File: src/rtl/picorv32_mem_arbiter_pkg.sv
// Shared definitions for the picorv32 memory arbiter: FSM states, limits, round-robin pick.
// Latency: n/a (types, constants and a pure combinational helper).
// Backpressure: n/a.
package picorv32_arb_pkg;

    localparam int MAX_PORTS = 8;
    localparam int WDT_W     = 16;

    typedef enum logic [1:0] {
        IDLE = 2'd0,
        BUSY = 2'd1,
        DONE = 2'd2
    } arb_state_e;

    // First requester at or after ptr, wrapping at MAX_PORTS. Unused upper
    // request bits are zero, so wrapping at 8 equals wrapping at NUM_PORTS.
    function automatic logic [2:0] rr_pick(input logic [MAX_PORTS-1:0] req,
                                           input logic [2:0]           ptr);
        logic [2:0] idx;
        logic [2:0] pick;
        logic       found;
        found = 1'b0;
        pick  = 3'd0;
        for (int k = 0; k < MAX_PORTS; k++) begin
            idx = ptr + 3'(k);
            if (!found && req[idx]) begin
                pick  = idx;
                found = 1'b1;
            end
        end
        return pick;
    endfunction

endpackage

File: src/rtl/picorv32_mem_arbiter_if.sv
// picorv32 native memory bus bundle, N lanes packed side by side, one shared rdata.
// Latency: wires only.
// Backpressure: ready from the slave side completes the pending valid of its lane.
interface picorv32_mem_arbiter_if #(
    parameter int N = 1
);
    logic [N-1:0]    valid;
    logic [N-1:0]    instr;
    logic [32*N-1:0] addr;
    logic [32*N-1:0] wdata;
    logic [4*N-1:0]  wstrb;
    logic [N-1:0]    ready;
    logic [31:0]     rdata;

    modport master (
        output valid, instr, addr, wdata, wstrb,
        input  ready, rdata
    );

    modport slave (
        input  valid, instr, addr, wdata, wstrb,
        output ready, rdata
    );
endinterface

File: src/rtl/picorv32_mem_arbiter_rr_arbiter.sv
// Combinational round-robin picker: lowest requester at or after ptr, circular.
// Latency: 0 cycles.
// Backpressure: none; the caller decides when a pick is consumed.
module picorv32_rr_arbiter
    import picorv32_arb_pkg::*;
#(
    parameter int NUM_PORTS = 2
) (
    input  logic [NUM_PORTS-1:0] req_i,
    input  logic [2:0]           ptr_i,
    output logic [2:0]           gnt_idx_o,
    output logic                 any_req_o
);

    logic [MAX_PORTS-1:0] req_pad;

    // Zero-extend the request vector so the picker always scans eight lanes.
    always_comb begin
        req_pad                = '0;
        req_pad[NUM_PORTS-1:0] = req_i;
        gnt_idx_o              = rr_pick(req_pad, ptr_i);
        any_req_o              = |req_i;
    end

endmodule

File: src/rtl/picorv32_mem_arbiter.sv
// Merges NUM_PORTS picorv32 memory masters onto one downstream port, round-robin, optional watchdog.
// Latency: request->mem_valid 1 cycle, mem_ready->up_ready 1 cycle; 3 cycles/transfer at zero wait.
// Backpressure: one transfer in flight; other masters wait in IDLE; TIMEOUT>0 aborts stalls with err.
module picorv32_mem_arbiter
    import picorv32_arb_pkg::*;
#(
    parameter int NUM_PORTS = 2,
    parameter int TIMEOUT   = 0
) (
    input  logic                   clk,
    input  logic                   reset,
    picorv32_mem_arbiter_if.slave  up,
    picorv32_mem_arbiter_if.master mem,
    output logic                   err_valid,
    output logic [2:0]             err_port
);

    localparam logic [WDT_W-1:0] WDT_LAST = (TIMEOUT > 0) ? WDT_W'(TIMEOUT - 1) : '0;

    arb_state_e           state_q, state_d;
    logic [2:0]           grant_q, grant_d;
    logic [2:0]           rr_ptr_q, rr_ptr_d;
    logic [WDT_W-1:0]     wdt_q, wdt_d;
    logic                 mem_valid_q, mem_valid_d;
    logic                 mem_instr_q, mem_instr_d;
    logic [31:0]          mem_addr_q, mem_addr_d;
    logic [31:0]          mem_wdata_q, mem_wdata_d;
    logic [3:0]           mem_wstrb_q, mem_wstrb_d;
    logic [NUM_PORTS-1:0] up_ready_q, up_ready_d;
    logic [31:0]          up_rdata_q, up_rdata_d;
    logic                 err_valid_q, err_valid_d;
    logic [2:0]           err_port_q, err_port_d;

    logic [2:0]           gnt_idx;
    logic                 any_req;
    logic                 timeout_hit;
    logic [2:0]           rr_next;

    picorv32_rr_arbiter #(
        .NUM_PORTS (NUM_PORTS)
    ) u_rr (
        .req_i     (up.valid),
        .ptr_i     (rr_ptr_q),
        .gnt_idx_o (gnt_idx),
        .any_req_o (any_req)
    );

    // Next-state, capture, completion and watchdog decisions.
    always_comb begin
        state_d     = state_q;
        grant_d     = grant_q;
        rr_ptr_d    = rr_ptr_q;
        wdt_d       = wdt_q;
        mem_valid_d = mem_valid_q;
        mem_instr_d = mem_instr_q;
        mem_addr_d  = mem_addr_q;
        mem_wdata_d = mem_wdata_q;
        mem_wstrb_d = mem_wstrb_q;
        up_ready_d  = '0;
        up_rdata_d  = up_rdata_q;
        err_valid_d = 1'b0;
        err_port_d  = '0;

        timeout_hit = (TIMEOUT > 0) && (wdt_q == WDT_LAST);
        rr_next     = (grant_q == 3'(NUM_PORTS - 1)) ? 3'd0 : grant_q + 3'd1;

        case (state_q)
            IDLE: begin
                if (any_req) begin
                    grant_d     = gnt_idx;
                    mem_valid_d = 1'b1;
                    wdt_d       = '0;
                    for (int i = 0; i < NUM_PORTS; i++) begin
                        if (gnt_idx == 3'(i)) begin
                            mem_instr_d = up.instr[i];
                            mem_addr_d  = up.addr[32*i +: 32];
                            mem_wdata_d = up.wdata[32*i +: 32];
                            mem_wstrb_d = up.wstrb[4*i +: 4];
                        end
                    end
                    state_d = BUSY;
                end
            end
            BUSY: begin
                wdt_d = wdt_q + 1'b1;
                // A ready arriving on the last watchdog cycle still completes cleanly.
                if (mem.ready[0] || timeout_hit) begin
                    mem_valid_d = 1'b0;
                    rr_ptr_d    = rr_next;
                    for (int i = 0; i < NUM_PORTS; i++) begin
                        up_ready_d[i] = (grant_q == 3'(i));
                    end
                    if (mem.ready[0]) begin
                        up_rdata_d = mem.rdata;
                    end else begin
                        up_rdata_d  = '0;
                        err_valid_d = 1'b1;
                        err_port_d  = grant_q;
                    end
                    state_d = DONE;
                end
            end
            DONE: begin
                // Dead cycle so the finished master can drop valid before re-arbitration.
                state_d = IDLE;
            end
            default: begin
                state_d = IDLE;
            end
        endcase
    end

    // State and output registers; reset aborts any transfer with no completion pulse.
    always_ff @(posedge clk) begin
        if (reset) begin
            state_q     <= IDLE;
            grant_q     <= '0;
            rr_ptr_q    <= '0;
            wdt_q       <= '0;
            mem_valid_q <= 1'b0;
            mem_instr_q <= 1'b0;
            mem_addr_q  <= '0;
            mem_wdata_q <= '0;
            mem_wstrb_q <= '0;
            up_ready_q  <= '0;
            up_rdata_q  <= '0;
            err_valid_q <= 1'b0;
            err_port_q  <= '0;
        end else begin
            state_q     <= state_d;
            grant_q     <= grant_d;
            rr_ptr_q    <= rr_ptr_d;
            wdt_q       <= wdt_d;
            mem_valid_q <= mem_valid_d;
            mem_instr_q <= mem_instr_d;
            mem_addr_q  <= mem_addr_d;
            mem_wdata_q <= mem_wdata_d;
            mem_wstrb_q <= mem_wstrb_d;
            up_ready_q  <= up_ready_d;
            up_rdata_q  <= up_rdata_d;
            err_valid_q <= err_valid_d;
            err_port_q  <= err_port_d;
        end
    end

    assign mem.valid = mem_valid_q;
    assign mem.instr = mem_instr_q;
    assign mem.addr  = mem_addr_q;
    assign mem.wdata = mem_wdata_q;
    assign mem.wstrb = mem_wstrb_q;
    assign up.ready  = up_ready_q;
    assign up.rdata  = up_rdata_q;
    assign err_valid = err_valid_q;
    assign err_port  = err_port_q;

endmodule

File: src/flat_wrapper.sv
// flat-port wrapper written by rule: the top's interface ports become plain ports
module picorv32_mem_arbiter_flat import picorv32_arb_pkg::*;
#(
    parameter int NUM_PORTS = 2,
    parameter int TIMEOUT   = 0
)
  (clk, reset, err_valid, err_port, up_valid, up_instr, up_addr, up_wdata, up_wstrb, up_ready, up_rdata, mem_valid, mem_instr, mem_addr, mem_wdata, mem_wstrb, mem_ready, mem_rdata);
  picorv32_mem_arbiter_if #(.N(2)) up_i ();
  picorv32_mem_arbiter_if #(.N(1)) mem_i ();
  input  logic clk;
  input  logic reset;
  output logic err_valid;
  output logic [2:0] err_port;
  input wire logic [$bits(up_i.valid)-1:0] up_valid;
  input wire logic [$bits(up_i.instr)-1:0] up_instr;
  input wire logic [$bits(up_i.addr)-1:0] up_addr;
  input wire logic [$bits(up_i.wdata)-1:0] up_wdata;
  input wire logic [$bits(up_i.wstrb)-1:0] up_wstrb;
  output wire logic [$bits(up_i.ready)-1:0] up_ready;
  output wire logic [$bits(up_i.rdata)-1:0] up_rdata;
  output wire logic [$bits(mem_i.valid)-1:0] mem_valid;
  output wire logic [$bits(mem_i.instr)-1:0] mem_instr;
  output wire logic [$bits(mem_i.addr)-1:0] mem_addr;
  output wire logic [$bits(mem_i.wdata)-1:0] mem_wdata;
  output wire logic [$bits(mem_i.wstrb)-1:0] mem_wstrb;
  input wire logic [$bits(mem_i.ready)-1:0] mem_ready;
  input wire logic [$bits(mem_i.rdata)-1:0] mem_rdata;
  assign up_i.valid = up_valid;
  assign up_i.instr = up_instr;
  assign up_i.addr = up_addr;
  assign up_i.wdata = up_wdata;
  assign up_i.wstrb = up_wstrb;
  assign up_ready = up_i.ready;
  assign up_rdata = up_i.rdata;
  assign mem_valid = mem_i.valid;
  assign mem_instr = mem_i.instr;
  assign mem_addr = mem_i.addr;
  assign mem_wdata = mem_i.wdata;
  assign mem_wstrb = mem_i.wstrb;
  assign mem_i.ready = mem_ready;
  assign mem_i.rdata = mem_rdata;
  picorv32_mem_arbiter #(.NUM_PORTS(NUM_PORTS), .TIMEOUT(TIMEOUT)) u_core (.clk(clk), .reset(reset), .up(up_i), .mem(mem_i), .err_valid(err_valid), .err_port(err_port));
endmodule
File: config.mk
export PLATFORM = sky130hd
export DESIGN_NAME = picorv32_mem_arbiter_flat
export DESIGN_NICKNAME = d
export VERILOG_FILES = /design/src/rtl/picorv32_mem_arbiter_pkg.sv /design/src/rtl/picorv32_mem_arbiter_if.sv /design/src/rtl/picorv32_mem_arbiter_rr_arbiter.sv /design/src/rtl/picorv32_mem_arbiter.sv /design/src/flat_wrapper.sv
export SDC_FILE = /design/constraint.sdc
export NUM_CORES = 1
export LEC_CHECK = 0
export CORE_AREA = 2 2 116 118
export CTS_CLUSTER_SIZE = 20
export DETAILED_ROUTE_END_ITERATION = 12
export DIE_AREA = 0 0 118 120
export GPL_ROUTABILITY_DRIVEN = 0
export GPL_TIMING_DRIVEN = 0
export PLACE_DENSITY = 0.79
export REMOVE_ABC_BUFFERS = 1
export SLEW_MARGIN = 10
export SYNTH_ARGS = -nofsm -noshare
export SYNTH_HDL_FRONTEND = slang
export SYNTH_SLANG_ARGS = --single-unit
File: constraint.sdc
create_clock -name clk -period 2.9 [get_ports clk]
set_input_delay 0.58 -clock clk [delete_from_list [all_inputs] [get_ports clk]]
set_output_delay 0.58 -clock clk [all_outputs]
set_load 0.01 [all_outputs]
# Word level (Yosys, flattened, before mapping)
# Cells that the tools add are included.
# word_totals
register_bits	112
mem_count	0
mem_bits_rw	0
mem_bits_ro	0
out_inout_bits	108
latch_bits	0
wordCells	105
# op_classes
bitwise_logic	2
n_mul	0
muxes	46
n_shift	0
n_reduce_logical	26
div	0
magnitude_cmp	8
addsub	8
n_eq_ne	5
# ops
op	n
2-to-1 mux 32 bit	4
< comparator 3 x 4 -> 1 bit, second input constant	8
2-to-1 mux 3 bit	9
binary-select mux 1 bit (select 3 bit)	8
2-to-1 mux 1 bit	19
adder 3 bit, second input constant	4
2-to-1 mux 4 bit	2
logical AND 1 bit	7
zero test 1 bit	7
adder 3 x 1 -> 3 bit, second input constant	2
adder 3 x 2 -> 3 bit, second input constant	2
== test 3 x 1 -> 1 bit, second input constant	2
zero test 3 bit	2
AND reduction 2 bit	3
AND reduction 3 bit	2
2-to-1 mux 2 bit	2
one-hot mux 2 bit (2 select lines)	1
nonzero test 2 bit	2
OR reduction 3 bit	1
== test 2 x 1 -> 1 bit, second input constant	1
zero test 2 bit	1
!= test 2 x 1 -> 1 bit, second input constant	1
!= test 2 bit, second input constant	1
inverter 1 bit	2
2 further kinds	2

# Longest topological paths before layout
# depth
word_depth	27
mapped_depth	11
mapped_depth_nobuf	8

# Hierarchy
# Synthesis repeated with hierarchy kept, for this count alone.
# unflattened
cells_unflattened	524
hier_area_um2	4862.2
# by_module_without_submodules
module	area_per_inst_um2	cells_per_inst	instances
picorv32_mem_arbiter	4715.8	503	1
picorv32_rr_arbiter	146.4	21	1

# Worst setup path after synthesis
# Ideal clock, no wire load.
# synth_timing
path_kind	reg-to-reg
from	reg u_core.rr_ptr_q[0]
to	reg u_core.mem_addr_q[10] (netlist: u_core.mem.addr[10])
setup_ps	138
path_slack_ps	493
path_buffers	3
required_time_ps	2762
arrival_ps	2269
stages_incl_launch_ff	12
path_cell_list	dfxtp_1 buf_6 inv_1 ha_1 nand2_1 o32ai_1 a311o_1 a2111oi_4 buf_6 buf_12 mux2i_1 a211oi_1
# synth_between
elab_chain_len	27
elab_cells_between_ends	57
classes_between	7 x add/sub; 1 x eq/ne; 32 x mux; 17 x reduce/logical
# synth_rtl
item	line_no	text
start, declared	picorv32_mem_arbiter.sv:22	logic [2:0] rr_ptr_q, rr_ptr_d;
start signal, assigned	picorv32_mem_arbiter.sv:132	rr_ptr_q <= rr_ptr_d;
branches (longest 23 deep; another with adder 3 x 1 -> 3 bit)	-	
2-to-1 mux 3 bit *	picorv32_mem_arbiter_pkg.sv:26	if (!found && req[idx]) begin
== test 3 x 1 -> 1 bit / zero test 3 bit (equally long branches)	picorv32_mem_arbiter.sv:74	if (gnt_idx == 3'(i)) begin
nonzero test 2 bit (no line)	-	
AND reduction 3 bit (no line)	-	
end signal, assigned	picorv32_mem_arbiter.sv:136	mem_addr_q <= mem_addr_d;
end, declared	picorv32_mem_arbiter.sv:26	logic [31:0] mem_addr_q, mem_addr_d;
# Mark *: on every way between the ends. The select of a mux whose other input is x is not followed.
# A chain may end at the register's enable or synchronous reset.

# Final worst setup path
# layout_timing
from	reg u_core.rr_ptr_q[1]
to	reg u_core.mem_instr_q (netlist: u_core.mem.instr)
# layout_between
elab_chain_len	27
elab_cells_between_ends	57
classes_between	7 x add/sub; 1 x eq/ne; 32 x mux; 17 x reduce/logical
# layout_rtl
item	line_no	text
branches (longest 23 deep; another with adder 3 x 1 -> 3 bit)	-	
2-to-1 mux 3 bit *	picorv32_mem_arbiter_pkg.sv:26	
== test 3 x 1 -> 1 bit / zero test 3 bit (equally long branches)	picorv32_mem_arbiter.sv:74	
nonzero test 2 bit (no line)	-	
AND reduction 3 bit (no line)	-	
end signal, assigned	picorv32_mem_arbiter.sv:135	mem_instr_q <= mem_instr_d;
end, declared	picorv32_mem_arbiter.sv:25	logic mem_instr_q, mem_instr_d;
# Marks and branches as above.

==> impl_metrics.csv <==
group,metric,value,unit
detailed_routing,postRouteAntennaNets,0,
setup_path,cp-end-kind,"register",
die,rows,42,
min_path,hold_path.class,"register to register",
synthesis,postSynthAreaPerCell,9.21,sq um
min_path,min_from,"u_core.up.rdata[1]$_SDFFE_PP0P_",
clock_network,worstSkewPairLatency,0.34,ns
timing,setup_violations,0,
clock_network,ctsHtreeMaxLevel,3,
clock_network,cts.sinks,112,
timing,drv_slew,0,
global_routing,gr-usage-all-layers,0.203,
global_routing,grt_max_degree,82,
synthesis,ys_seq_area_frac,0.463,
setup_path,path_buf_inv,3,
clock_network,cts_hold_buf,0,
synthesis,synth_area_leader_cell,"dfxtp_1",
run_status,outcome,"finished clean",
die,die_area,14200,sq um
synthesis,synth.top_cell.area_share,0.463,
detailed_routing,vias,4734,
synthesis,synth_area,4840,sq um
placement,portBuffers,278,
timing,fin_skew,0.00353,ns
placement,hpwlAfterDp,11300,microns
die,die_y,120,microns
timing,hold_viol,0,
timing,setup_ws,0.144,ns
global_routing,grt_first_pass_wirelength,23100,microns
global_routing,grt_pass1_vias,4781,
die,ioPinCount,283,
min_path,min_to,"u_core.up.rdata[1]$_SDFFE_PP0P_",
detailed_routing,route.detailed.drc,0,
setup_path,crit_required,3.11,ns
final_layout,final_cells,961,
global_routing,grt_overflow,0,
setup_path,reg2reg_slack,0.14,ns
synthesis,ys.flop_type,"dfxtp_1",
min_path,holdPathStages,2,
placement,placed_cells,944,
synthesis,synth_edf_count,0,
synthesis,synth-seq-cells,112,
setup_path,cp_top_family,"compound AO/OA/AOI/OAI gates",
timing,worst_slew_pin_slew,1.18,ns
setup_path,reg2reg_from,"u_core.rr_ptr_q[1]$_SDFFE_PP0P_",
final_layout,antennaDiodeCount,0,
detailed_routing,first_pass_iters,4,
final_layout,fin_nets,957,
clock_network,cts.clk_slew.worst_paths,0.07,ns
setup_path,path_cells,"ha_2 > xor2_1 > o32ai_1 > a311o_1 > a2111oi_4 > buf_6 > buf_12 > buf_6 > mux2i_1 > a211oi_1",
clock_network,clockBufferDepth,2,
pwr,peakVddDrop,0.264,mV
setup_path,rr_endpoint,"u_core.mem.instr$_SDFFE_PP0P_",
synthesis,synthTopCellsByCount,"dfxtp_1 (112), nor2_1 (79), nand2_1 (73)",
detailed_routing,first_iter_violations,170,
detailed_routing,drt-vias-per-instance,4.93,
synthesis,ys_types,33,
setup_path,crit_top_cell,"buf_6",
clock_network,cts_tree,"yes",
timing,fin_crit_sh,0.950,
setup_path,reg2regPathDepth,10,
final_layout,drive_gt1_frac,0.0510,
setup_path,slowest_delay,0.42,ns
die,die_x,118,microns
synthesis,synthArstFlopShare,0,
detailed_routing,wl_per_cell,15.1,microns
timing,rsz0062_at_grt,"no",
die,start_util,0.373,
pwr,finalPower,4.37,mW
setup_path,critPathArrivalTime,2.97,ns
clock_network,numCtsBuffers,9,
die,core,13000,sq um
timing,max_freq,0.363,GHz
setup_path,path_max_fanout,28,
clock_network,cts_root_buffer,"clkbuf_16",
setup_path,cp-start-kind,"register",
setup_path,crit_type,"register to register",
timing,post-route-min-period,2.76,ns
setup_path,cp_slowest_cell,"a2111oi_4",
global_routing,antenna_found_initial,0,
pwr,pwr_density_cell,542,nW/um^2
final_layout,areaGrowthSynthToFinish,66.6,%
synthesis,synthTopCellsByArea,"dfxtp_1 (46%), mux2i_1 (15%), a211oi_1 (11%), nor2_1 (6.1%), nand2_1 (5.7%)",
synthesis,yosysMostFrequentCell,"dfxtp_1",
detailed_routing,routed_wl,14500,microns
synthesis,yosys_warnings,0,
pwr,static-leakage-power,3.00,nW
synthesis,synth_cells,526,
job,cap_violations,0,
timing,relSlewSlack,0.213,
placement,pre_cts_ws,-1.07,ns
## final cells by class
class / count / area (sq um)
Sequential cell: 112 / 2250
Inverter: 4 / 15.0
Multi-Input combinational cell: 363 / 2300
Clock inverter: 6 / 82.6
Timing Repair Buffer: 290 / 2960
Tap cell: 176 / 220
Fill cell: 1079 / 4910
Clock buffer: 10 / 239
## stage by stage
step                      hold WS [ns]  setup TNS [ns]  utilization  instance area (sq um)
after floorplan                  0.449         -180.31            -                   4520
after global placement           0.442         -337.31        0.580                   7520
after detailed placement         0.447          -46.18        0.593                   7700
after CTS                        0.457               0        0.622                   8070
after global routing             0.478               0        0.621                   8070
final                            0.457               0        0.621                   8070
## report_power, final
| part | internal, mW | switching [mW] | leakage [nW] |
|---|---|---|---|
| Clock | 0.776 | 0.540 | 0.158 |
| Sequential | 1.69 | 0.0843 | 0.926 |
| Combinational | 0.732 | 0.545 | 1.92 |
## state kept, by name, indices dropped and copies added, names as in the netlist
signal	count
u_core.mem.addr	32
u_core.mem.wdata	32
u_core.up.rdata	32
u_core.mem.wstrb	4
u_core.grant_q	3
u_core.rr_ptr_q	3
u_core.state_q	2
u_core.up.ready	2
u_core.mem.instr	1
u_core.mem.valid	1
## layer usage
layer / up-vias / track usage / part of all wire
met3: 24 / 0.0737 / 0.092
met1: 2147 / 0.211 / 0.37
met4: 0 / 0.0745 / 0.018
met5: - / 0 / 0
met2: 216 / 0.376 / 0.51
li1: 2347 / - / -
## logic make-up after synthesis
family                   share of synthesized area
adder cells (fa/ha/maj)                    0.00517
buffers and inverters                       0.0716
multiplexers                                 0.147
flip-flops                                   0.463
AND/OR/NAND/NOR                              0.137
AO/OA/AOI/OAI                                0.172
XOR/XNOR                                   0.00362
other                                     0.000774
## how the worst max path moves through the flow
stage	from	endpoint	depth (start not counted)
finish	u_core.rr_ptr_q[1]$_SDFFE_PP0P_	u_core.mem.instr$_SDFFE_PP0P_	10
global route	u_core.rr_ptr_q[1]$_SDFFE_PP0P_	u_core.mem.addr[7]$_SDFFE_PP0P_	10
CTS	u_core.rr_ptr_q[1]$_SDFFE_PP0P_	u_core.mem.addr[24]$_SDFFE_PP0P_	13
detailed placement	up_valid[1]	u_core.mem.addr[7]$_SDFFE_PP0P_	12
global placement	up_valid[1]	u_core.mem.wstrb[2]$_SDFFE_PP0P_	7
floorplan	u_core.rr_ptr_q[0]$_SDFFE_PP0P_	u_core.mem.addr[0]$_SDFFE_PP0P_	8
## worst reg2reg max path, stage by stage (launching register included)
cell and delay (ns):
dfxtp_4 0.39, ha_2 0.22, xor2_1 0.17, o32ai_1 0.13, a311o_1 0.38, a2111oi_4 0.43, buf_6 0.18, buf_12 0.21
buf_6 0.21, mux2i_1 0.21, a211oi_1 0.09
## repair_timing
item | in CTS | in global routing
endpoints found under the setup margin | 66 | 20
pin swaps | 3 | 1
buffers inserted | 4 | 1
resized for setup | 11 | 6
## layout by cell type, fill, tap and decap left out, types with 2 or more instances in the layout
master | Yosys | routed
nand2_1 | 73 | 73
clkinv_2 | 0 | 3
buf_12 | 7 | 2
conb_1 | 1 | 4
buf_16 | 0 | 3
dlygate4sd2_1 | 0 | 2
a211oi_1 | 72 | 71
buf_4 | 4 | 6
a21oi_1 | 36 | 36
o32ai_1 | 2 | 2
mux2i_1 | 71 | 70
inv_1 | 4 | 3
nor2_1 | 79 | 79
buf_6 | 2 | 2
nor2b_1 | 3 | 2
clkbuf_16 | 0 | 9
bufinv_16 | 0 | 2
clkdlybuf4s50_1 | 0 | 275
xor2_1 | 2 | 2
nor3b_1 | 4 | 4
dfxtp_4 | 0 | 2
dfxtp_1 | 112 | 110
Note: power is estimated with default switching activity, not from simulation.
